<file path="src/rtl/dmem_arb_pkg.sv">
// Shared types and helpers for the data-memory arbiter (CPU port vs DMA/loader port).
package dmem_arb_pkg;

  localparam int ARB_ADDR_WIDTH = 32;
  localparam int ARB_DATA_WIDTH = 32;
  localparam int BE_WIDTH       = ARB_DATA_WIDTH / 8;

  typedef enum logic [1:0] {
    OWN_NONE = 2'd0,
    OWN_CPU  = 2'd1,
    OWN_DMA  = 2'd2
  } owner_e;

  typedef struct packed {
    logic [ARB_ADDR_WIDTH-1:0] addr;
    logic [BE_WIDTH-1:0]       we;
    logic [ARB_DATA_WIDTH-1:0] wdata;
  } req_t;

  // Counter must be able to hold the value limit itself.
  function automatic int starve_cnt_width(input int limit);
    return (limit < 1) ? 1 : $clog2(limit + 1);
  endfunction

endpackage

</file>
<file path="src/rtl/dmem_arb_prio.sv">
// Fixed CPU priority with a DMA starvation override; grants are combinational, no backpressure.
// Optional DMEM_ARB_LOCK_EN adds cpu_lock_i, which holds DMA off after a CPU grant.
module dmem_arb_prio
  import dmem_arb_pkg::*;
#(
  parameter int STARVE_LIMIT = 4
) (
  input  logic clk,
  input  logic rst,
  input  logic cpu_req_i,
  input  logic dma_req_i,
`ifdef DMEM_ARB_LOCK_EN
  input  logic cpu_lock_i,
`endif
  output logic cpu_gnt_o,
  output logic dma_gnt_o
);

  localparam int CW = starve_cnt_width(STARVE_LIMIT);
  localparam logic [CW-1:0] LIMIT = CW'(STARVE_LIMIT);

  logic [CW-1:0] starve_q, starve_d;
  logic          lock_hold;
  logic          force_dma;

`ifdef DMEM_ARB_LOCK_EN
  logic last_cpu_q, last_cpu_d;

  assign lock_hold = cpu_lock_i & last_cpu_q;

  always_comb begin
    last_cpu_d = last_cpu_q;
    if (cpu_gnt_o)      last_cpu_d = 1'b1;
    else if (dma_gnt_o) last_cpu_d = 1'b0;
  end

  always_ff @(posedge clk) begin
    if (rst) last_cpu_q <= 1'b0;
    else     last_cpu_q <= last_cpu_d;
  end
`else
  assign lock_hold = 1'b0;
`endif

  always_comb begin
    force_dma = (starve_q == LIMIT) && !lock_hold;
    dma_gnt_o = dma_req_i && !lock_hold && (!cpu_req_i || force_dma);
    cpu_gnt_o = cpu_req_i && !dma_gnt_o;

    // Saturates at LIMIT, so a lock held long enough leaves DMA armed to win on release.
    starve_d = starve_q;
    if (!dma_req_i || dma_gnt_o) starve_d = '0;
    else if (starve_q != LIMIT)  starve_d = starve_q + CW'(1);
  end

  always_ff @(posedge clk) begin
    if (rst) starve_q <= '0;
    else     starve_q <= starve_d;
  end

endmodule

</file>
<file path="src/rtl/dmem_arbiter.sv">
// Shares one single-port data RAM between CPU and DMA: same-cycle grant, read data 1 cycle later,
// losers simply wait with req held. Define DMEM_ARB_LOCK_EN to add the cpu_lock_i atomic hold.
module dmem_arbiter
  import dmem_arb_pkg::*;
#(
  parameter int ADDR_WIDTH     = ARB_ADDR_WIDTH,
  parameter int DATA_WIDTH     = ARB_DATA_WIDTH,
  parameter int MEM_ADDR_WIDTH = 10,
  parameter int STARVE_LIMIT   = 4
) (
  input  logic                      clk,
  input  logic                      rst,
  input  logic                      cpu_req_i,
  input  logic [ADDR_WIDTH-1:0]     cpu_addr_i,
  input  logic [DATA_WIDTH/8-1:0]   cpu_we_i,
  input  logic [DATA_WIDTH-1:0]     cpu_wdata_i,
  output logic                      cpu_gnt_o,
  output logic                      cpu_rvalid_o,
  output logic [DATA_WIDTH-1:0]     cpu_rdata_o,
  input  logic                      dma_req_i,
  input  logic [ADDR_WIDTH-1:0]     dma_addr_i,
  input  logic [DATA_WIDTH/8-1:0]   dma_we_i,
  input  logic [DATA_WIDTH-1:0]     dma_wdata_i,
  output logic                      dma_gnt_o,
  output logic                      dma_rvalid_o,
  output logic [DATA_WIDTH-1:0]     dma_rdata_o,
`ifdef DMEM_ARB_LOCK_EN
  input  logic                      cpu_lock_i,
`endif
  output logic                      mem_en_o,
  output logic [MEM_ADDR_WIDTH-1:0] mem_addr_o,
  output logic [DATA_WIDTH/8-1:0]   mem_we_o,
  output logic [DATA_WIDTH-1:0]     mem_wdata_o,
  input  logic [DATA_WIDTH-1:0]     mem_rdata_i
);

  logic   cpu_req_act, dma_req_act;
  logic   cpu_gnt, dma_gnt;
  req_t   cpu_req_s, dma_req_s, gnt_req;
  owner_e owner_q, owner_d;
  logic   unused_addr_bits;

  // Requests are masked in reset so every output reads 0 while rst is high.
  assign cpu_req_act = cpu_req_i & ~rst;
  assign dma_req_act = dma_req_i & ~rst;

  dmem_arb_prio #(
    .STARVE_LIMIT (STARVE_LIMIT)
  ) u_prio (
    .clk        (clk),
    .rst        (rst),
    .cpu_req_i  (cpu_req_act),
    .dma_req_i  (dma_req_act),
`ifdef DMEM_ARB_LOCK_EN
    .cpu_lock_i (cpu_lock_i),
`endif
    .cpu_gnt_o  (cpu_gnt),
    .dma_gnt_o  (dma_gnt)
  );

  assign cpu_req_s = '{addr: cpu_addr_i, we: cpu_we_i, wdata: cpu_wdata_i};
  assign dma_req_s = '{addr: dma_addr_i, we: dma_we_i, wdata: dma_wdata_i};
  assign gnt_req   = dma_gnt ? dma_req_s : cpu_req_s;

  assign unused_addr_bits = ^{gnt_req.addr[ADDR_WIDTH-1:MEM_ADDR_WIDTH+2], gnt_req.addr[1:0]};

  always_comb begin
    owner_d = OWN_NONE;
    if (cpu_gnt && (cpu_we_i == '0))      owner_d = OWN_CPU;
    else if (dma_gnt && (dma_we_i == '0)) owner_d = OWN_DMA;
  end

  always_ff @(posedge clk) begin
    if (rst) owner_q <= OWN_NONE;
    else     owner_q <= owner_d;
  end

  always_comb begin
    cpu_gnt_o    = cpu_gnt;
    dma_gnt_o    = dma_gnt;
    mem_en_o     = cpu_gnt | dma_gnt;
    mem_addr_o   = gnt_req.addr[MEM_ADDR_WIDTH+1:2];
    mem_we_o     = mem_en_o ? gnt_req.we : '0;
    mem_wdata_o  = gnt_req.wdata;
    if (rst) begin
      mem_addr_o  = '0;
      mem_wdata_o = '0;
    end
    // rst gating drops a response whose grant happened just before reset.
    cpu_rvalid_o = (owner_q == OWN_CPU) && !rst;
    dma_rvalid_o = (owner_q == OWN_DMA) && !rst;
    cpu_rdata_o  = cpu_rvalid_o ? mem_rdata_i : '0;
    dma_rdata_o  = dma_rvalid_o ? mem_rdata_i : '0;
  end

endmodule

</file>
<file path="config.mk">
export PLATFORM = sky130hd
export DESIGN_NAME = dmem_arbiter
export DESIGN_NICKNAME = d
export VERILOG_FILES = /design/src/rtl/dmem_arb_pkg.sv /design/src/rtl/dmem_arb_prio.sv /design/src/rtl/dmem_arbiter.sv
export SDC_FILE = /design/constraint.sdc
export NUM_CORES = 1
export LEC_CHECK = 0
export CAP_MARGIN = 40
export CELL_PAD_IN_SITES_DETAIL_PLACEMENT = 0
export CELL_PAD_IN_SITES_GLOBAL_PLACEMENT = 2
export CORE_AREA = 4 4 109 111
export DETAILED_ROUTE_END_ITERATION = 10
export DIE_AREA = 0 0 113 115
export DONT_BUFFER_PORTS = 1
export MAX_ROUTING_LAYER = met4
export PLACE_DENSITY_LB_ADDON = 0.1
export SETUP_SLACK_MARGIN = 0.3
export SYNTH_ARGS = -nofsm -noshare
export SYNTH_HDL_FRONTEND = slang
export SYNTH_HIERARCHICAL = 1
export SYNTH_SLANG_ARGS = --single-unit
</file>
<file path="constraint.sdc">
create_clock -name clk -period 2.25 [get_ports clk]
set_input_delay 0.1125 -clock clk [delete_from_list [all_inputs] [get_ports clk]]
set_output_delay 0.1125 -clock clk [all_outputs]
set_load 0.01 [all_outputs]
</file>
== After elaboration in Yosys (flattened, before gate mapping) ==
Cells that the tools add are included.

* Flip-flop bits (word level): 5
* Input bits: 172
* Logic and storage cells: 36
* Output and inout port bits: 115

* Equal/unequal tests: 4
* Add/sub/neg operators: 1
* Reductions and logical operators: 16
* Bitwise operators: 4
* Muxes and demuxes: 8

{| class="wikitable"
|+ Operator list
! kind !! count
|-
| 32-bit 2-to-1 mux || 3
|-
| 48-bit 2-to-1 mux || 1
|-
| 10-bit 2-to-1 mux || 1
|-
| 4-bit zero test || 2
|-
| 1-bit logical AND || 6
|-
| 1-bit zero test || 4
|-
| 4-bit 2-to-1 mux || 1
|-
| 2-bit OR reduction || 2
|-
| 3-bit by 1-bit adder with 3-bit output, second input constant || 1
|-
| 3-bit == test, second input constant || 1
|-
| 3-bit inequality test, second input constant || 1
|-
| 1-bit AND || 2
|-
| 2-bit by 1-bit == test with 1-bit output, second input constant || 1
|-
| 2-bit == test, second input constant || 1
|-
| 1-bit logical OR || 2
|-
| 2-bit 2-to-1 mux || 1
|-
| 1-bit 2-to-1 mux || 1
|-
| 1-bit inverter || 1
|-
| 1-bit OR || 1
|}

== Depth between registers and ports, before layout ==
* Depth in word-level cells: 9
* Depth in mapped cells: 9
* Mapped depth without buffers: 6

== Hierarchy ==
The synthesis kept the hierarchy.

{| class="wikitable"
|+ By module, submodules not included
! module !! area an instance (um^2) !! cells an instance !! seq. area each (um^2) !! instances
|-
| dmem_arbiter || 1296.2 || 182 || 40.0 || 1
|-
| dmem_arb_prio || 161.4 || 17 || 60.1 || 1
|}

== Least setup slack after synthesis ==
No wires, ideal clock.

* Path type: register to output
* Start: register u_prio.starve_q[0]
* End: output port mem_wdata_o[19]
* Cell stages (with the launch flop): 10
* Buffers on the path: 3
* Required time: 2.138 ns
* Arrival: 1.674 ns
* Path slack: 0.464 ns
* Cell sequence: dfxtp_1 -> inv_1 -> ha_1 -> nand2_1 -> a21boi_0 -> buf_2 -> buf_6 -> buf_8 -> mux2i_1 -> nor2_1

* Cells in the longest elaborated chain, start to end: 5

{| class="wikitable"
|+ Ends and longest elaborated chain
! element !! RTL line !! RTL
|-
| from (decl) || dmem_arb_prio.sv:22 || <nowiki>logic [CW-1:0] starve_q, starve_d;</nowiki>
|-
| from (signal assigned) || dmem_arb_prio.sv:58 || <nowiki>else starve_q <= starve_d;</nowiki>
|-
| 3-bit == test || dmem_arb_prio.sv:46 || <nowiki>force_dma = (starve_q == LIMIT) && !lock_hold;</nowiki>
|-
| 1-bit logical OR || dmem_arb_prio.sv:47 || <nowiki>dma_gnt_o = dma_req_i && !lock_hold && (!cpu_req_i || force_dma);</nowiki>
|-
| 1-bit logical AND || dmem_arb_prio.sv:47 ||
|-
| via dma_gnt_o || dmem_arbiter.sv:24 || <nowiki>output logic dma_gnt_o,</nowiki>
|-
| 48-bit 2-to-1 mux || dmem_arbiter.sv:63 || <nowiki>assign gnt_req = dma_gnt ? dma_req_s : cpu_req_s;</nowiki>
|-
| 32-bit 2-to-1 mux || dmem_arbiter.sv:85 || <nowiki>if (rst) begin</nowiki>
|-
| to (decl) || dmem_arbiter.sv:33 || <nowiki>output logic [DATA_WIDTH-1:0] mem_wdata_o,</nowiki>
|}

The timed path passes the listed nets, and every way through them passes these cells.

== Worst setup path in the final report ==
* Start: register u_prio.starve_q[0]
* End: output port mem_addr_o[2]

* Cells in the longest elaborated chain, start to end: 5

{| class="wikitable"
|+ Ends and longest elaborated chain
! element !! RTL line !! RTL
|-
| 3-bit == test || dmem_arb_prio.sv:46 ||
|-
| 1-bit logical OR || dmem_arb_prio.sv:47 ||
|-
| 1-bit logical AND || dmem_arb_prio.sv:47 ||
|-
| 48-bit 2-to-1 mux || dmem_arbiter.sv:63 ||
|-
| 10-bit 2-to-1 mux || dmem_arbiter.sv:85 ||
|-
| to (decl) || dmem_arbiter.sv:31 || <nowiki>output logic [MEM_ADDR_WIDTH-1:0] mem_addr_o,</nowiki>
|}

No other way between the ends.

==> impl_metrics.tcl <==
set metrics [dict create \
    status "complete, no violations" \
    skew_ns 0.00572 \
    synth_area_mm2 0.00146 \
    pwr-share-seq 0.207 \
    cts_tree "built" \
    regArea_um2 100 \
    synth_top_area_frac 0.288 \
    grt_pass1_wl_um 6630 \
    clockBufferDepth 2 \
    clk_latency_ns 0.22 \
    track_usage 0.0654 \
    clkTransAtPathRegs_ns 0.04 \
    firstDrtPassIters 3 \
    synthArstFlopShare 0 \
    setup_violations 0 \
    nFillCells 1238 \
    multi_input_area_mm2 0.00123 \
    final_util 0.157 \
    avgRoutedWirePerCell_um 15.7 \
    p_sw_frac 0.336 \
    cp-end-kind "output pin" \
    grt_pass1_vias 1350 \
    ys_warn_count 6 \
    grt_setup_unrepaired "no" \
    initial_core_util 0.135 \
    remaining_drc_errors 0 \
    synth-seq-cells 5 \
    ioPinCount 287 \
    max-vdd-ir-drop_v 0.0000911 \
    antenna_cells 0 \
    cp_max_fo 7 \
    synth_cell_type_count 24 \
    syn-num-nets 373 \
    initialDrtViolationCount 16 \
    ys_top_cells_by_area "mux2i_1, and2_1, nor2_1, dfxtp_1, buf_6" \
    fin_nets 372 \
    cp.required_ns 2.14 \
    cellPowerDensity_mw_per_mm2 258 \
    slew_headroom 0.793 \
    rows 38 \
    internal_power_uw 289 \
    htree_levels 1 \
    worstMarginPinSlew_ns 0.311 \
    hpwl_um 4400 \
    port_buffers 0 \
    combPwrFrac 0.407 \
    cts_sinks 5 \
    finalHoldViolations 0 \
    die_w_um 113 \
    antenna_left 0 \
    antenna_found_initial 0 \
    critPathLaunchType "flop" \
    syn_to_final_growth_pct 15.9 \
    ys.flop_type "dfxtp_1" \
    cts_buffers 3 \
    synth_cells 199 \
    fmax_mhz 550 \
    cap_violations 0 \
    finalCritPeriodShare 0.808 \
    power_leakage_nw 0.625 \
    synth-edff-count 0 \
    critPathKind "flop to output pin" \
    p_clk_frac 0.386 \
    core_mm2 0.0108 \
    min_path_type "primary input to flop" \
    avgViaCountPerCell 4.26 \
    r2r_setup_slack_ns 0.74 \
    grt_overflow 0 \
    drt-total-wl_um 5300 \
    arrival_ns 1.71 \
    cts_root_buf "clkbuf_8" \
    fp.dieH_um 115 \
    min_period_ns 1.82 \
    setup_tns_ns 0 \
    grt_max_degree 50 \
    p_switching_uw 146 \
    drive_gt1_frac 0.112 \
    drv_slew 0 \
    gp_congestion 0.640 \
    yosysMostFrequentCell "and2_1" \
    ys_seq_area_frac 0.0687 \
    yosysTopAreaCell "mux2i_1" \
    num_vias 1434 \
    die-area_mm2 0.0130 \
    syn_area_per_cell_um2 7.32 \
    synth_commonest_cells "and2_1, nor2_1, mux2i_1, buf_6, buf_2" \
]
[through the flow]
stage	area [um^2]	hold WS [ns]	setup slack, ns	cells	total power [mW]
floorplan	1460	0.280	0.464	199	0.245
global placement	1550	0.202	0.426	328	0.256
detailed placement	1550	0.203	0.465	328	0.253
CTS	1620	0.0679	0.315	335	0.431
global route	1690	0.0788	0.326	337	0.470
finish	1690	0.0673	0.432	337	0.435
[layer usage]
| layer | vias to the layer above | GRT usage | share of wire | routed length, um |
|---|---|---|---|---|
| met5 | - | - | 0 | 0 |
| met4 | 0 | 0.0168 | 0.0051 | 27 |
| met3 | 2 | 0.00632 | 0.12 | 635 |
| met2 | 156 | 0.139 | 0.56 | 2970 |
| met1 | 634 | 0.0611 | 0.32 | 1680 |
| li1 | 642 | - | - | - |
[critical path, cell delays in order (launching register included)]
cell	delay (ns)
dfxtp_1	0.31
inv_1	0.06
ha_2	0.19
nand2_2	0.07
a21boi_4	0.17
buf_12	0.15
buf_4	0.11
buf_4	0.12
mux2i_2	0.22
nor2_2	0.07
[registers in the layout, indices dropped and copies added, names as in the netlist]
register	flops
owner_q	2
u_prio/starve_q	3
[what timing repair did]
| action | in CTS | in global routing |
|---|---|---|
| buffers inserted | 2 | 1 |
| endpoints found under the hold margin | 1 | 0 |
| cloned | 0 | 1 |
| hold buffers | 1 | 0 |
| endpoints found under the setup margin | 43 | 44 |
| gates resized for setup | 1 | 7 |
| pin swaps | 1 | 1 |
[layout make-up]
class | instances | area share
sequential | 5 | 0.0593
tap | 140 | 0.104
timing repair buffer | 11 | 0.0778
inverter | 2 | 0.00444
clock buffer | 4 | 0.0267
multi-input combinational | 175 | 0.728
[cells in the final DEF, fill, tap and decap left out, drive strengths merged]
cell type    count
nor3b            3
inv              2
or2              1
and2            65
or3b             1
clkbuf           5
a22o             4
nand2            2
ha               2
nor4             2
a21oi            1
buf              9
and4b            1
nand2b           1
nor2b            3
nor2            43
a21boi           2
dfxtp            5
nand3b           1
mux2i           42
dlygate4sd3      1
nor3             1
[path summary, 6_finish.rpt]
check,start,endpoint,depth (start not counted)
worst max register to register,u_prio/starve_q[0],owner_q[1],7
worst min-delay path,cpu_we_i[3],owner_q[0],3
worst min register to register,u_prio/starve_q[0],u_prio/starve_q[0],1
worst max-delay path,u_prio/starve_q[0],mem_addr_o[2],9
[cell families (layout without fill, tap and decap cells)]
family / Yosys count / count (layout) / share of synthesized area
buf+inv: 19 / 17 / 0.108
mux: 42 / 42 / 0.288
flops: 5 / 5 / 0.0687
compound gates: 7 / 7 / 0.0403
simple gates: 124 / 124 / 0.477
fa+ha+maj: 2 / 2 / 0.0172
[power groups by stage]
stage | sequential (mW) | combinational (mW) | clock [mW]
5_1_grt | 0.0900 | 0.193 | 0.188
6_report | 0.0901 | 0.177 | 0.168
4_1_cts | 0.0901 | 0.167 | 0.174
3_5_place_dp | 0.0914 | 0.161 | 0
3_3_place_gp | 0.0915 | 0.165 | 0
2_1_floorplan | 0.0914 | 0.154 | 0
(Power assumes the default switching activity.)
